==> src/rtl/lbdr_pkg.sv <==
// Shared definitions for the LBDR routing unit.
// Flit-type bits, Cx/Rxy bit positions, FSM states and the port bundle.
package lbdr_pkg;

  localparam int FID_HDR  = 0;
  localparam int FID_TAIL = 2;

  localparam int CX_N = 0;
  localparam int CX_E = 1;
  localparam int CX_W = 2;
  localparam int CX_S = 3;

  localparam int R_SW = 0;
  localparam int R_SE = 1;
  localparam int R_WS = 2;
  localparam int R_WN = 3;
  localparam int R_ES = 4;
  localparam int R_EN = 5;
  localparam int R_NW = 6;
  localparam int R_NE = 7;

  typedef enum logic {
    IDLE = 1'b0,
    BUSY = 1'b1
  } state_t;

  typedef struct packed {
    logic l;
    logic n;
    logic e;
    logic w;
    logic s;
  } ports_t;

endpackage

==> src/rtl/lbdr_route_calc.sv <==
// Combinational LBDR route computation.
// Produces a one-hot port request or flags the destination unroutable.
module lbdr_route_calc
  import lbdr_pkg::*;
#(
  parameter int X_BITS = 2,
  parameter int Y_BITS = 2
) (
  input  logic [X_BITS+Y_BITS-1:0] cur_addr,
  input  logic [X_BITS+Y_BITS-1:0] dst_addr,
  input  logic [3:0]               cx,
  input  logic [7:0]               rxy,
  output ports_t                   route,
  output logic                     unroutable
);

  localparam int AW = X_BITS + Y_BITS;

  logic [X_BITS-1:0] cur_x;
  logic [X_BITS-1:0] dst_x;
  logic [Y_BITS-1:0] cur_y;
  logic [Y_BITS-1:0] dst_y;
  logic go_n, go_s, go_e, go_w, here;
  logic mn, me, mw, ms;

  assign cur_x = cur_addr[X_BITS-1:0];
  assign dst_x = dst_addr[X_BITS-1:0];
  assign cur_y = cur_addr[AW-1:X_BITS];
  assign dst_y = dst_addr[AW-1:X_BITS];

  assign go_n = dst_y < cur_y;
  assign go_s = dst_y > cur_y;
  assign go_e = dst_x > cur_x;
  assign go_w = dst_x < cur_x;
  assign here = dst_addr == cur_addr;

  assign mn = cx[CX_N] & (go_n & ~go_e & ~go_w
            | go_n & go_e & rxy[R_NE]
            | go_n & go_w & rxy[R_NW]);
  assign me = cx[CX_E] & (go_e & ~go_n & ~go_s
            | go_e & go_n & rxy[R_EN]
            | go_e & go_s & rxy[R_ES]);
  assign mw = cx[CX_W] & (go_w & ~go_n & ~go_s
            | go_w & go_n & rxy[R_WN]
            | go_w & go_s & rxy[R_WS]);
  assign ms = cx[CX_S] & (go_s & ~go_e & ~go_w
            | go_s & go_e & rxy[R_SE]
            | go_s & go_w & rxy[R_SW]);

  // Fixed priority L > N > E > W > S keeps the request one-hot
  // even when the turn bits permit two minimal directions.
  always_comb begin
    route      = '0;
    unroutable = 1'b0;
    if (here)    route.l = 1'b1;
    else if (mn) route.n = 1'b1;
    else if (me) route.e = 1'b1;
    else if (mw) route.w = 1'b1;
    else if (ms) route.s = 1'b1;
    else         unroutable = 1'b1;
  end

endmodule

==> src/rtl/lbdr_param.sv <==
// LBDR routing unit: packet FSM, config registers and port outputs.
// Route is computed on a header in IDLE and held until tail release.
module lbdr_param
  import lbdr_pkg::*;
#(
  parameter int X_BITS = 2,
  parameter int Y_BITS = 2,
  parameter int FID_W  = 3
) (
  input  logic                     clk,
  input  logic                     rst,
  input  logic [X_BITS+Y_BITS-1:0] cur_addr_rst,
  input  logic [3:0]               Cx_rst,
  input  logic [7:0]               Rxy_rst,
  input  logic                     cfg_we,
  input  logic [3:0]               cfg_cx,
  input  logic [7:0]               cfg_rxy,
  input  logic [FID_W-1:0]         flit_id,
  input  logic [X_BITS+Y_BITS-1:0] dst_addr,
  input  logic                     empty,
  input  logic                     grant,
  output logic                     Lport,
  output logic                     Nport,
  output logic                     Eport,
  output logic                     Wport,
  output logic                     Sport,
  output logic                     route_err,
  output logic                     proto_err
);

  localparam int AW = X_BITS + Y_BITS;

  state_t        state, state_n;
  ports_t        ports, ports_n;
  ports_t        route;
  logic          unroutable;
  logic          rerr_n, perr_n;
  logic          hdr_taken, hdr_taken_n;
  logic          pend_vld, pend_vld_n;
  logic [3:0]    pend_cx, pend_cx_n;
  logic [7:0]    pend_rxy, pend_rxy_n;
  logic [AW-1:0] cur_reg;
  logic [3:0]    cx_reg;
  logic [7:0]    rxy_reg;
  logic          cfg_ld;
  logic [3:0]    ld_cx;
  logic [7:0]    ld_rxy;
  logic          is_hdr, is_tail;
  logic          flit_unused;

  assign is_hdr      = flit_id[FID_HDR];
  assign is_tail     = flit_id[FID_TAIL];
  assign flit_unused = ^flit_id;

  lbdr_route_calc #(
    .X_BITS(X_BITS),
    .Y_BITS(Y_BITS)
  ) u_calc (
    .cur_addr  (cur_reg),
    .dst_addr  (dst_addr),
    .cx        (cx_reg),
    .rxy       (rxy_reg),
    .route     (route),
    .unroutable(unroutable)
  );

  // Next-state, port latch, error pulse and config-apply decisions.
  always_comb begin
    state_n     = state;
    ports_n     = ports;
    rerr_n      = route_err;
    perr_n      = 1'b0;
    hdr_taken_n = hdr_taken;
    pend_vld_n  = pend_vld;
    pend_cx_n   = pend_cx;
    pend_rxy_n  = pend_rxy;
    cfg_ld      = 1'b0;
    ld_cx       = cfg_cx;
    ld_rxy      = cfg_rxy;
    unique case (state)
      IDLE: begin
        cfg_ld = cfg_we;
        if (!empty) begin
          if (is_hdr) begin
            state_n     = BUSY;
            ports_n     = route;
            rerr_n      = unroutable;
            hdr_taken_n = 1'b0;
          end else begin
            perr_n = 1'b1;
          end
        end
      end
      BUSY: begin
        if (cfg_we) begin
          pend_vld_n = 1'b1;
          pend_cx_n  = cfg_cx;
          pend_rxy_n = cfg_rxy;
        end
        if (!empty && grant) begin
          if (is_hdr && hdr_taken) begin
            perr_n = 1'b1;
          end else if (is_tail) begin
            state_n     = IDLE;
            ports_n     = '0;
            rerr_n      = 1'b0;
            hdr_taken_n = 1'b0;
            pend_vld_n  = 1'b0;
            if (cfg_we) begin
              cfg_ld = 1'b1;
            end else if (pend_vld) begin
              cfg_ld = 1'b1;
              ld_cx  = pend_cx;
              ld_rxy = pend_rxy;
            end
          end else if (is_hdr) begin
            hdr_taken_n = 1'b1;
          end
        end
      end
      default: state_n = IDLE;
    endcase
  end

  // FSM, port and pending-config state with asynchronous clear.
  always_ff @(posedge clk or negedge rst) begin
    if (!rst) begin
      state     <= IDLE;
      ports     <= '0;
      route_err <= 1'b0;
      proto_err <= 1'b0;
      hdr_taken <= 1'b0;
      pend_vld  <= 1'b0;
      pend_cx   <= '0;
      pend_rxy  <= '0;
    end else begin
      state     <= state_n;
      ports     <= ports_n;
      route_err <= rerr_n;
      proto_err <= perr_n;
      hdr_taken <= hdr_taken_n;
      pend_vld  <= pend_vld_n;
      pend_cx   <= pend_cx_n;
      pend_rxy  <= pend_rxy_n;
    end
  end

  // Address and connectivity sampled while in reset, then reconfigurable.
  always_ff @(posedge clk) begin
    if (!rst) begin
      cur_reg <= cur_addr_rst;
      cx_reg  <= Cx_rst;
      rxy_reg <= Rxy_rst;
    end else if (cfg_ld) begin
      cx_reg  <= ld_cx;
      rxy_reg <= ld_rxy;
    end
  end

  assign Lport = ports.l;
  assign Nport = ports.n;
  assign Eport = ports.e;
  assign Wport = ports.w;
  assign Sport = ports.s;

endmodule
==> config.mk <==
export PLATFORM = sky130hd
export DESIGN_NAME = lbdr_param
export DESIGN_NICKNAME = d
export VERILOG_FILES = /design/src/rtl/lbdr_pkg.sv /design/src/rtl/lbdr_route_calc.sv /design/src/rtl/lbdr_param.sv
export SDC_FILE = /design/constraint.sdc
export NUM_CORES = 1
export LEC_CHECK = 0
export ABC_AREA = 1
export BUFFER_PORTS_ARGS = -buffer_cell sky130_fd_sc_hd__buf_2
export CAP_MARGIN = 10
export CORE_AREA = 2 2 63 65
export CTS_CLUSTER_SIZE = 20
export DETAILED_ROUTE_END_ITERATION = 6
export DIE_AREA = 0 0 65 67
export GPL_ROUTABILITY_DRIVEN = 0
export PLACE_DENSITY = 0.81
export SYNTH_ARGS = -nofsm -noshare
export SYNTH_HDL_FRONTEND = slang
export SYNTH_SLANG_ARGS = --single-unit
==> constraint.sdc <==
create_clock -name clk -period 4.8 [get_ports clk]
set_clock_uncertainty 0.05 [all_clocks]
set_input_delay 0.96 -clock clk [delete_from_list [all_inputs] [get_ports clk]]
set_output_delay 0.96 -clock clk [all_outputs]
set_load 0.01 [all_outputs]
==> impl_metrics.toml, run 1 <==
[run_status]
status = "complete, no violations"

[synth]
yosys.area.top_type = "dfrtp_1"
syn-instance-count = 208
ys.flop_type = "dfrtp_1"
synth_edf_count = 16
yosys-top-cells-area = "dfrtp_1 (28%), edfxtp_1 (24%), mux2_2 (6.8%), nand2_1 (6.6%), nand3_1 (5.5%)"
yosysWarnings = 0
synth_top_area_frac = 0.277
ys_ff_latch = 38
synthTopCellsByCount = "nand2_1 (35), nor2_1 (25), dfrtp_1 (22), inv_1 (22), nand3_1 (22)"
synth_nets = 252
syn-cell-area_sq_um = 1990
yosysUniqueCellTypes = 25
syn_area_per_cell_sq_um = 9.56
ys_async_sr_fraction = 0.579
synth_seq_area_share = 0.518
yosysMostFrequentCell = "nand2_1"

[die]
die_x_microns = 65
dieArea_sq_um = 4360
start_util = 0.552
row_count = 22
coreArea_sq_um = 3610
die_y_microns = 67
ios = 47

[layout]
layout.nets = 301
stdcell_count = 306
antennaDiodeCount = 0
syn_to_final_growth_pct = 16.2
drive_gt1_frac = 0.314
fill_cells = 294

[power]
p_sw_frac = 0.289
p_int_uw = 583
p_per_area_nw_per_um2 = 355
p_seq_frac = 0.521
p_comb_frac = 0.228
pwr-share-clk = 0.251
ir_worst_vdd_uv = 220
switching_power_uw = 237
leakagePower_nw = 1.11

[clock_network]
clk_transition_reported_paths_ps = 70
cts_buffers = 5
root_buffer = "clkbuf_8"
cts_tree = "built"
cts_sinks = 38
hold_buffers = 0
clockBufferDepth = 2
postCtsSetupRepairBufs = 0
post_cts_resize_count = 0
htree_levels = 2
clk_latency_ps = 290

[global_route]
grt_max_degree = 37
grt_pass1_wl_mm = 6.01
grt_util_all_layers = 0.186
grt_pass1_vias = 1413
overflow = 0
grt_antenna_before_repair = 0

[drt]
via_count = 1554
wl_per_cell_microns = 11.8
drc = 0
drt_iter0_drc = 86
drt-total-wl_mm = 3.63
firstDrtPassIters = 4
vias_per_cell = 5.08
ant_nets = 0

[setup_path]
cp_max_fo = 13
required_ps = 4780
critical_path_arrival_ps = 2250
cp-start-kind = "input pin"
path_class = "input pin to flip-flop"
cp-end-kind = "flip-flop"

[sta]
clock.fmax_mhz = 441
period_share = 0.472
worstMarginPinSlew_ps = 691
setup_tns_ps = 0
final-max-slew-violation-count = 0
hold_violations = 0
setup_viol = 0
post-route-min-period_ps = 2270
rsz0062_at_grt = "false"
max_slew_margin = 0.539

[worst_hold_path]
hold_path_class = "flip-flop to flip-flop"

[placed_design]
place_hpwl_mm = 2.71
dp_cells = 298
port-buffer-count = 45

[job]
maxCapViolations = 0
layer usage:
layer	up-vias	global-route usage	routed length [microns]	part of all wire
li1	797	-	-	-
met1	708	0.220	1600	0.44
met2	41	0.314	1750	0.48
met3	8	0.0541	195	0.054
met4	0	0.0851	74	0.020
met5	-	0	0	0
stage by stage:
stage / cell area [sq um] / hold WS [ps] / setup slack, ps / power [mW] / utilization
detailed placement: 2230 / 418 / 2210 / 0.622 / 0.619
finish: 2310 / 429 / 2530 / 0.821 / 0.641
CTS: 2310 / 436 / 2520 / 0.826 / 0.641
floorplan: 1990 / 430 / 2050 / 0.564 / -
global placement: 2230 / 413 / 2280 / 0.611 / 0.619
global route: 2310 / 469 / 2430 / 0.870 / 0.641
worst paths after layout:
check,start,slack [ps],end,cells after the start
max in group asynchronous,rst,3790,Wport,2
max,cfg_we,2530,cx_reg[3],5
min,Lport,430,Lport,2
min in group asynchronous,rst,630,pend_rxy[6],2
max reg2reg,state,2750,cx_reg[3],5
min reg2reg,Lport,430,Lport,2
power by group through the flow:
| stage | Clock (mW) | Combinational (mW) | Sequential [mW] |
|---|---|---|---|
| after floorplan | 0 | 0.132 | 0.431 |
| after global placement | 0 | 0.180 | 0.431 |
| after detailed placement | 0 | 0.188 | 0.434 |
| after CTS | 0.210 | 0.189 | 0.428 |
| after global routing | 0.221 | 0.215 | 0.434 |
| final | 0.206 | 0.187 | 0.428 |
layout make-up:
type | count | area, sq um | area share
timing repair buffer | 48 | 248 | 0.107
sequential | 38 | 1030 | 0.446
inverter | 24 | 90.1 | 0.0390
tap | 48 | 60.1 | 0.0260
multi-input combinational | 140 | 802 | 0.347
clock buffer | 8 | 80.1 | 0.0347
worst max-delay path: stages:
cell     delay [ps]
buf_2           130
nor3_4          490
nand2_2         350
a21oi_1         210
a21oi_1          90
layout by cell type, fill, tap and decap left out:
cell / count
or2_2: 1
nand2_1: 35
nand3_1: 22
nand3b_1: 3
inv_2: 2
inv_1: 22
clkbuf_8: 5
nand4_1: 1
o21a_1: 1
a22oi_1: 1
edfxtp_1: 16
nand2_2: 1
nor3_4: 1
a21boi_0: 1
buf_2: 45
a21oi_1: 17
nor2_2: 1
mux2_2: 12
buf_4: 3
o31ai_1: 1
dfrtp_1: 22
ha_1: 4
nor2_1: 25
clkbuf_1: 3
a21oi_2: 10
o21ai_0: 3
logic make-up after synthesis:
logic type	share of synthesized area
and+or+nand+nor	0.201
adders and majority gates	0.0252
AOI/OAI and AO/OA	0.109
DFF	0.518
buffers and inverters	0.0786
muxes	0.0679
No activity file was read; power rests on OpenSTA's default activity.
==> inputs of run 2 (changes only) <==
--- a/config.mk
+++ b/config.mk
@@ -5,15 +5,15 @@
 export SDC_FILE = /design/constraint.sdc
 export NUM_CORES = 1
 export LEC_CHECK = 0
-export ABC_AREA = 1
+export ABC_AREA = 0
 export BUFFER_PORTS_ARGS = -buffer_cell sky130_fd_sc_hd__buf_2
 export CAP_MARGIN = 10
-export CORE_AREA = 2 2 63 65
+export CORE_AREA = 2 2 64 66
 export CTS_CLUSTER_SIZE = 20
 export DETAILED_ROUTE_END_ITERATION = 6
-export DIE_AREA = 0 0 65 67
+export DIE_AREA = 0 0 66 68
 export GPL_ROUTABILITY_DRIVEN = 0
-export PLACE_DENSITY = 0.81
+export PLACE_DENSITY = 0.76
 export SYNTH_ARGS = -nofsm -noshare
 export SYNTH_HDL_FRONTEND = slang
 export SYNTH_SLANG_ARGS = --single-unit
==> constraint.sdc (replaced) <==
create_clock -name clk -period 2.1 [get_ports clk]
set_clock_uncertainty 0.05 [all_clocks]
set_input_delay 0.42 -clock clk [delete_from_list [all_inputs] [get_ports clk]]
set_output_delay 0.42 -clock clk [all_outputs]
set_load 0.01 [all_outputs]
==> impl_metrics.toml, run 2 <==
[run_status]
status = "complete, no violations"

[layout]
fill_cells = 340
syn_to_final_growth_pct = 22.4
antennaDiodeCount = 0
post-route-util = 0.600
drive_gt1_frac = 0.368
layout_common_cells = "buf_2 (45), dfrtp_1 (22), nor2_1 (21)"
layout.nets = 255
mostFrequentLayoutCell = "buf_2"

[synth]
yosys.area.top_type = "dfrtp_1"
yosys-top-cells-area = "dfrtp_1 (29%), edfxtp_1 (25%), mux2_2 (7.1%), mux2i_1 (6.4%), a21oi_1 (4.5%)"
yosysWarnings = 0
ys_ff_latch = 38
ys_async_sr_fraction = 0.579
syn-instance-count = 159
synth_top_family_by_area = "multiplexers"
synth_top_area_frac = 0.291
synth_seq_area_share = 0.545
syn-cell-area_sq_um = 1890
ys.flop_type = "dfrtp_1"
yosysMostFrequentCell = "dfrtp_1"
yosys.area_share.simple = 0.134
synth_nets = 203
synth-xor-area-share = 0
synth_compound_area_frac = 0.126
syn_area_per_cell_sq_um = 11.9
synth_mux_area_frac = 0.135
synthTopCellsByCount = "dfrtp_1 (22), nor2_1 (21), a21oi_1 (17)"
yosysUniqueCellTypes = 39
synth_edf_count = 16
yosys.area_share.adder = 0.0265

[sta]
hold_violations = 0
worstMarginPinSlew_ps = 536
final-max-slew-violation-count = 0
period_share = 0.898
rsz0062_at_grt = "false"
setup_tns_ps = 0
clock.fmax_mhz = 530
post-route-min-period_ps = 1890
max_slew_margin = 0.642
setup_viol = 0

[power]
p_per_area_nw_per_um2 = 924
switching_power_uw = 621
ir_worst_vdd_uv = 569
leakagePower_nw = 1.00
p_int_mw = 1.52
p_sw_frac = 0.291
pwr-share-clk = 0.244
p_seq_frac = 0.514
p_comb_frac = 0.242

[placed_design]
place_hpwl_mm = 2.66
port-buffer-count = 45

[die]
row_count = 23
die_y_microns = 68
die_x_microns = 66
ios = 47
coreArea_sq_um = 3860
dieArea_sq_um = 4490
start_util = 0.490

[clock_network]
postCtsSetupRepairBufs = 0
clk_transition_reported_paths_ps = 70
hold_buffers = 1
cts_sinks = 38
post_cts_resize_count = 0
root_buffer = "clkbuf_8"
htree_levels = 2
cts_tree = "built"
clk_latency_ps = 290
cts_buffers = 5
clockBufferDepth = 2

[worst_hold_path]
hold_path_class = "input pin to flip-flop"

[global_route]
grt_pass1_vias = 1295
overflow = 0
grt_max_degree = 37
grt_antenna_before_repair = 0
grt_pass1_wl_mm = 5.55
grt_util_all_layers = 0.168

[setup_path]
cp_max_fo = 4
critPathBufInv = 1
cp-endpoint = "route_err"
r2r_slack_ps = 210
cp-end-kind = "flip-flop"
cpPeakStageDelay_ps = 360
cp-start-kind = "flip-flop"
path_class = "flip-flop to flip-flop"
cp_cell_sequence = "inv_1 > ha_1 > nor2b_1 > o21ai_1 > a2111oi_2 > nor2_1 > a22o_1"
crit_slowest_cell = "a2111oi_2"
required_ps = 2230
rr_endpoint = "route_err"
cpLargestDelayFamily = "compound AO/OA/AOI/OAI gates"
cp-startpoint = "cur_reg[3]"
critical_path_arrival_ps = 2010
r2r_start = "cur_reg[3]"
r2r.worst_path.cells = 7
crit_cells = 7

[drt]
drt-total-wl_mm = 3.43
met3WireLength_microns = 224
vias_per_cell = 5.13
drc = 0
top_layer_used = "met4"
wl_per_cell_microns = 13.1
met2_length_mm = 1.56
via_count = 1345
ant_nets = 0
drt_iter0_drc = 24
firstDrtPassIters = 4
wl_met1_mm = 1.62

[job]
maxCapViolations = 0
==> run 2: cell types whose count changed after synthesis, moves of 3 or more <==
cell      before  now
nor2b_1        0    3
a21oi_2       10    0
nand3_1       22    1
nor2_1        25   21
mux2i_1        0   12
inv_1         22    8
clkbuf_1       0    3
nand3b_1       3    0
nand2_1       35    7
a22o_1         0    3
==> run 2: kinds of logic after synthesis <==
| group | Yosys count |
|---|---|
| and+or+nand+nor | 45 |
| DFF | 38 |
| AOI/OAI and AO/OA | 34 |
| muxes | 24 |
| buffers and inverters | 14 |
| adders and majority gates | 4 |
==> run 2: how the worst min path moves through the flow <==
stage	startpoint	endpoint	slack, ps	depth (start not counted)
after floorplan	rst	Eport	70	0
after global placement	rst	hdr_taken	210	1
after detailed placement	rst	hdr_taken	210	1
after CTS	cur_addr_rst[2]	cur_reg[2]	240	1
after global routing	cur_addr_rst[1]	cur_reg[1]	240	1
final	cur_addr_rst[2]	cur_reg[2]	250	1
==> run 2: metal layers <==
layer  global-route usage  vias to the layer above
li1                     -                      684
met1                0.213                      601
met2                0.277                       53
met3               0.0559                        7
met4               0.0536                        0
met5                    0                        -
==> run 2: power groups by stage <==
| stage | clock network (mW) | registers, mW | logic (mW) |
|---|---|---|---|
| finish | 0.522 | 1.10 | 0.517 |
| detailed placement | 0 | 1.11 | 0.520 |
| global placement | 0 | 1.10 | 0.504 |
| global route | 0.569 | 1.12 | 0.582 |
| CTS | 0.541 | 1.10 | 0.525 |
| floorplan | 0 | 1.08 | 0.376 |
==> run 2: cell type report <==
| type | instances | area (sq um) | share of cell area |
|---|---|---|---|
| Inverter | 8 | 30.0 | 0.0130 |
| Tap cell | 50 | 62.6 | 0.0270 |
| Multi-Input combinational cell | 107 | 797 | 0.345 |
| Clock buffer | 6 | 82.6 | 0.0357 |
| Clock inverter | 2 | 12.5 | 0.00541 |
| Timing Repair Buffer | 51 | 298 | 0.129 |
| Sequential cell | 38 | 1030 | 0.446 |
==> run 2: metrics by stage <==
stage	cells	hold WS [ps]	instance area (sq um)	total power, mW	setup WS (ps)
after floorplan	159	74.4	1890	1.46	227
after global placement	253	209	2210	1.61	60.5
after detailed placement	253	208	2210	1.63	25.7
after CTS	262	239	2310	2.16	214
after global routing	262	238	2310	2.27	41.4
final	262	251	2310	2.14	215
==> inputs of run 3 (changes only) <==
--- a/config.mk
+++ b/config.mk
@@ -8,12 +8,14 @@
 export ABC_AREA = 0
 export BUFFER_PORTS_ARGS = -buffer_cell sky130_fd_sc_hd__buf_2
 export CAP_MARGIN = 10
-export CORE_AREA = 2 2 64 66
+export CORE_AREA = 2 2 68 70
 export CTS_CLUSTER_SIZE = 20
 export DETAILED_ROUTE_END_ITERATION = 6
-export DIE_AREA = 0 0 66 68
+export DIE_AREA = 0 0 70 72
 export GPL_ROUTABILITY_DRIVEN = 0
-export PLACE_DENSITY = 0.76
+export MAX_ROUTING_LAYER = met4
+export PLACE_DENSITY = 0.68
+export RECOVER_POWER = 100
 export SYNTH_ARGS = -nofsm -noshare
 export SYNTH_HDL_FRONTEND = slang
 export SYNTH_SLANG_ARGS = --single-unit
==> impl_metrics.toml, run 3 (synthesis gave the netlist of run 2 again) <==
[clock_network]
hold_buffers = 0
cts_tree = "built"
clk_transition_reported_paths_ps = 70
postCtsSetupRepairBufs = 0
cts_sinks = 38
cts_buffers = 5
clockBufferDepth = 2
clk_latency_ps = 290
htree_levels = 2
root_buffer = "clkbuf_8"
post_cts_resize_count = 0

[setup_path]
r2r.worst_path.cells = 7
cp-start-kind = "flip-flop"
cp-end-kind = "flip-flop"
path_class = "flip-flop to flip-flop"
r2r_start = "cur_reg[1]"
cp_max_fo = 4
required_ps = 2230
rr_endpoint = "Sport"
cp-startpoint = "cur_reg[1]"
r2r_slack_ps = 180
critical_path_arrival_ps = 2050

[die]
die_x_microns = 70
die_y_microns = 72
ios = 47
start_util = 0.443
coreArea_sq_um = 4260
dieArea_sq_um = 5040
row_count = 24

[placed_design]
dp_cells = 256
port-buffer-count = 45
dpl_cell_area_sq_um = 2220
place_hpwl_mm = 2.65

[layout]
fill_cells = 385
fin_area_sq_um = 2290
antennaDiodeCount = 0
drive_gt1_frac = 0.292
syn_to_final_growth_pct = 21.0
layout_common_cells = "buf_2 (37), dfrtp_1 (22), nor2_1 (21)"
stdcell_count = 264
post-route-util = 0.537
mostFrequentLayoutCell = "buf_2"
layout.nets = 255

[power]
total_power_mw = 2.34
p_per_area_nw_per_um2 = 1020
leakagePower_nw = 0.966
ir_worst_vdd_uv = 568

[drt]
firstDrtPassIters = 3
ant_nets = 0
drc = 0
via_count = 1327
drt_iter0_drc = 38
wl_per_cell_microns = 12.7
drt-total-wl_mm = 3.35
vias_per_cell = 5.03

[global_route]
met2_usage = 0.232
gr-usage-met3 = 0.0486
grt_pass1_wl_mm = 5.69
busiest_layer = "met2"
grt_max_degree = 36
grt_util_met1 = 0.190
grt_antenna_before_repair = 0
grt_pass1_vias = 1271
grt_util_all_layers = 0.152
overflow = 0

[sta]
hold_violations = 0
final-max-slew-violation-count = 0
clock.fmax_mhz = 520
max_slew_margin = 0.590
setup_tns_ps = 0
period_share = 0.915
post-route-min-period_ps = 1920
rsz0062_at_grt = "false"
setup_viol = 0
worstMarginPinSlew_ps = 614

[run_status]
status = "complete, no violations"

[job]
maxCapViolations = 0

[worst_hold_path]
hold_path_class = "input pin to async pin"
-- run 3: routing by layer --
layer	vias up	part of all wire
met4	0	0.015
li1	687	-
met2	36	0.43
met3	9	0.059
met1	595	0.49
met5	-	0
-- run 3: per-stage QoR --
stage | worst slack, ps | hold slack, ps
6_report | 178 | 150
5_1_grt | 12.5 | 148
4_1_cts | 175 | 44.9
3_5_place_dp | 22.1 | 368
3_3_place_gp | 40.8 | 367
2_1_floorplan | 227 | 74.4
-- run 3: worst max-delay path by stage --
stage / to
final: Sport
after global routing: Sport
after CTS: route_err
after detailed placement: route_err
after global placement: Sport
after floorplan: route_err
-- run 3: area by class of cell --
class                      instances  area [sq um]  share of cell area
multi-input combinational        107           746               0.326
sequential                        38          1030               0.451
inverter                           8          30.0              0.0131
clock inverter                     2          60.1              0.0262
clock buffer                       6          82.6              0.0361
tap                               52          65.1              0.0284
timing repair buffer              51           274               0.120
-- run 3: report_power, final --
group | internal (mW) | switching, mW | leakage [nW]
Combinational | 0.248 | 0.245 | 0.468
Sequential | 0.986 | 0.0954 | 0.427
Clock | 0.507 | 0.256 | 0.0714
-- run 3: worst max-delay path, cell delays in order, from the launching register on --
cell	delay, ps
edfxtp_1	320
inv_1	40
ha_1	290
nor2b_1	280
or2_4	190
o221ai_1	160
and4_1	260
a32o_1	220
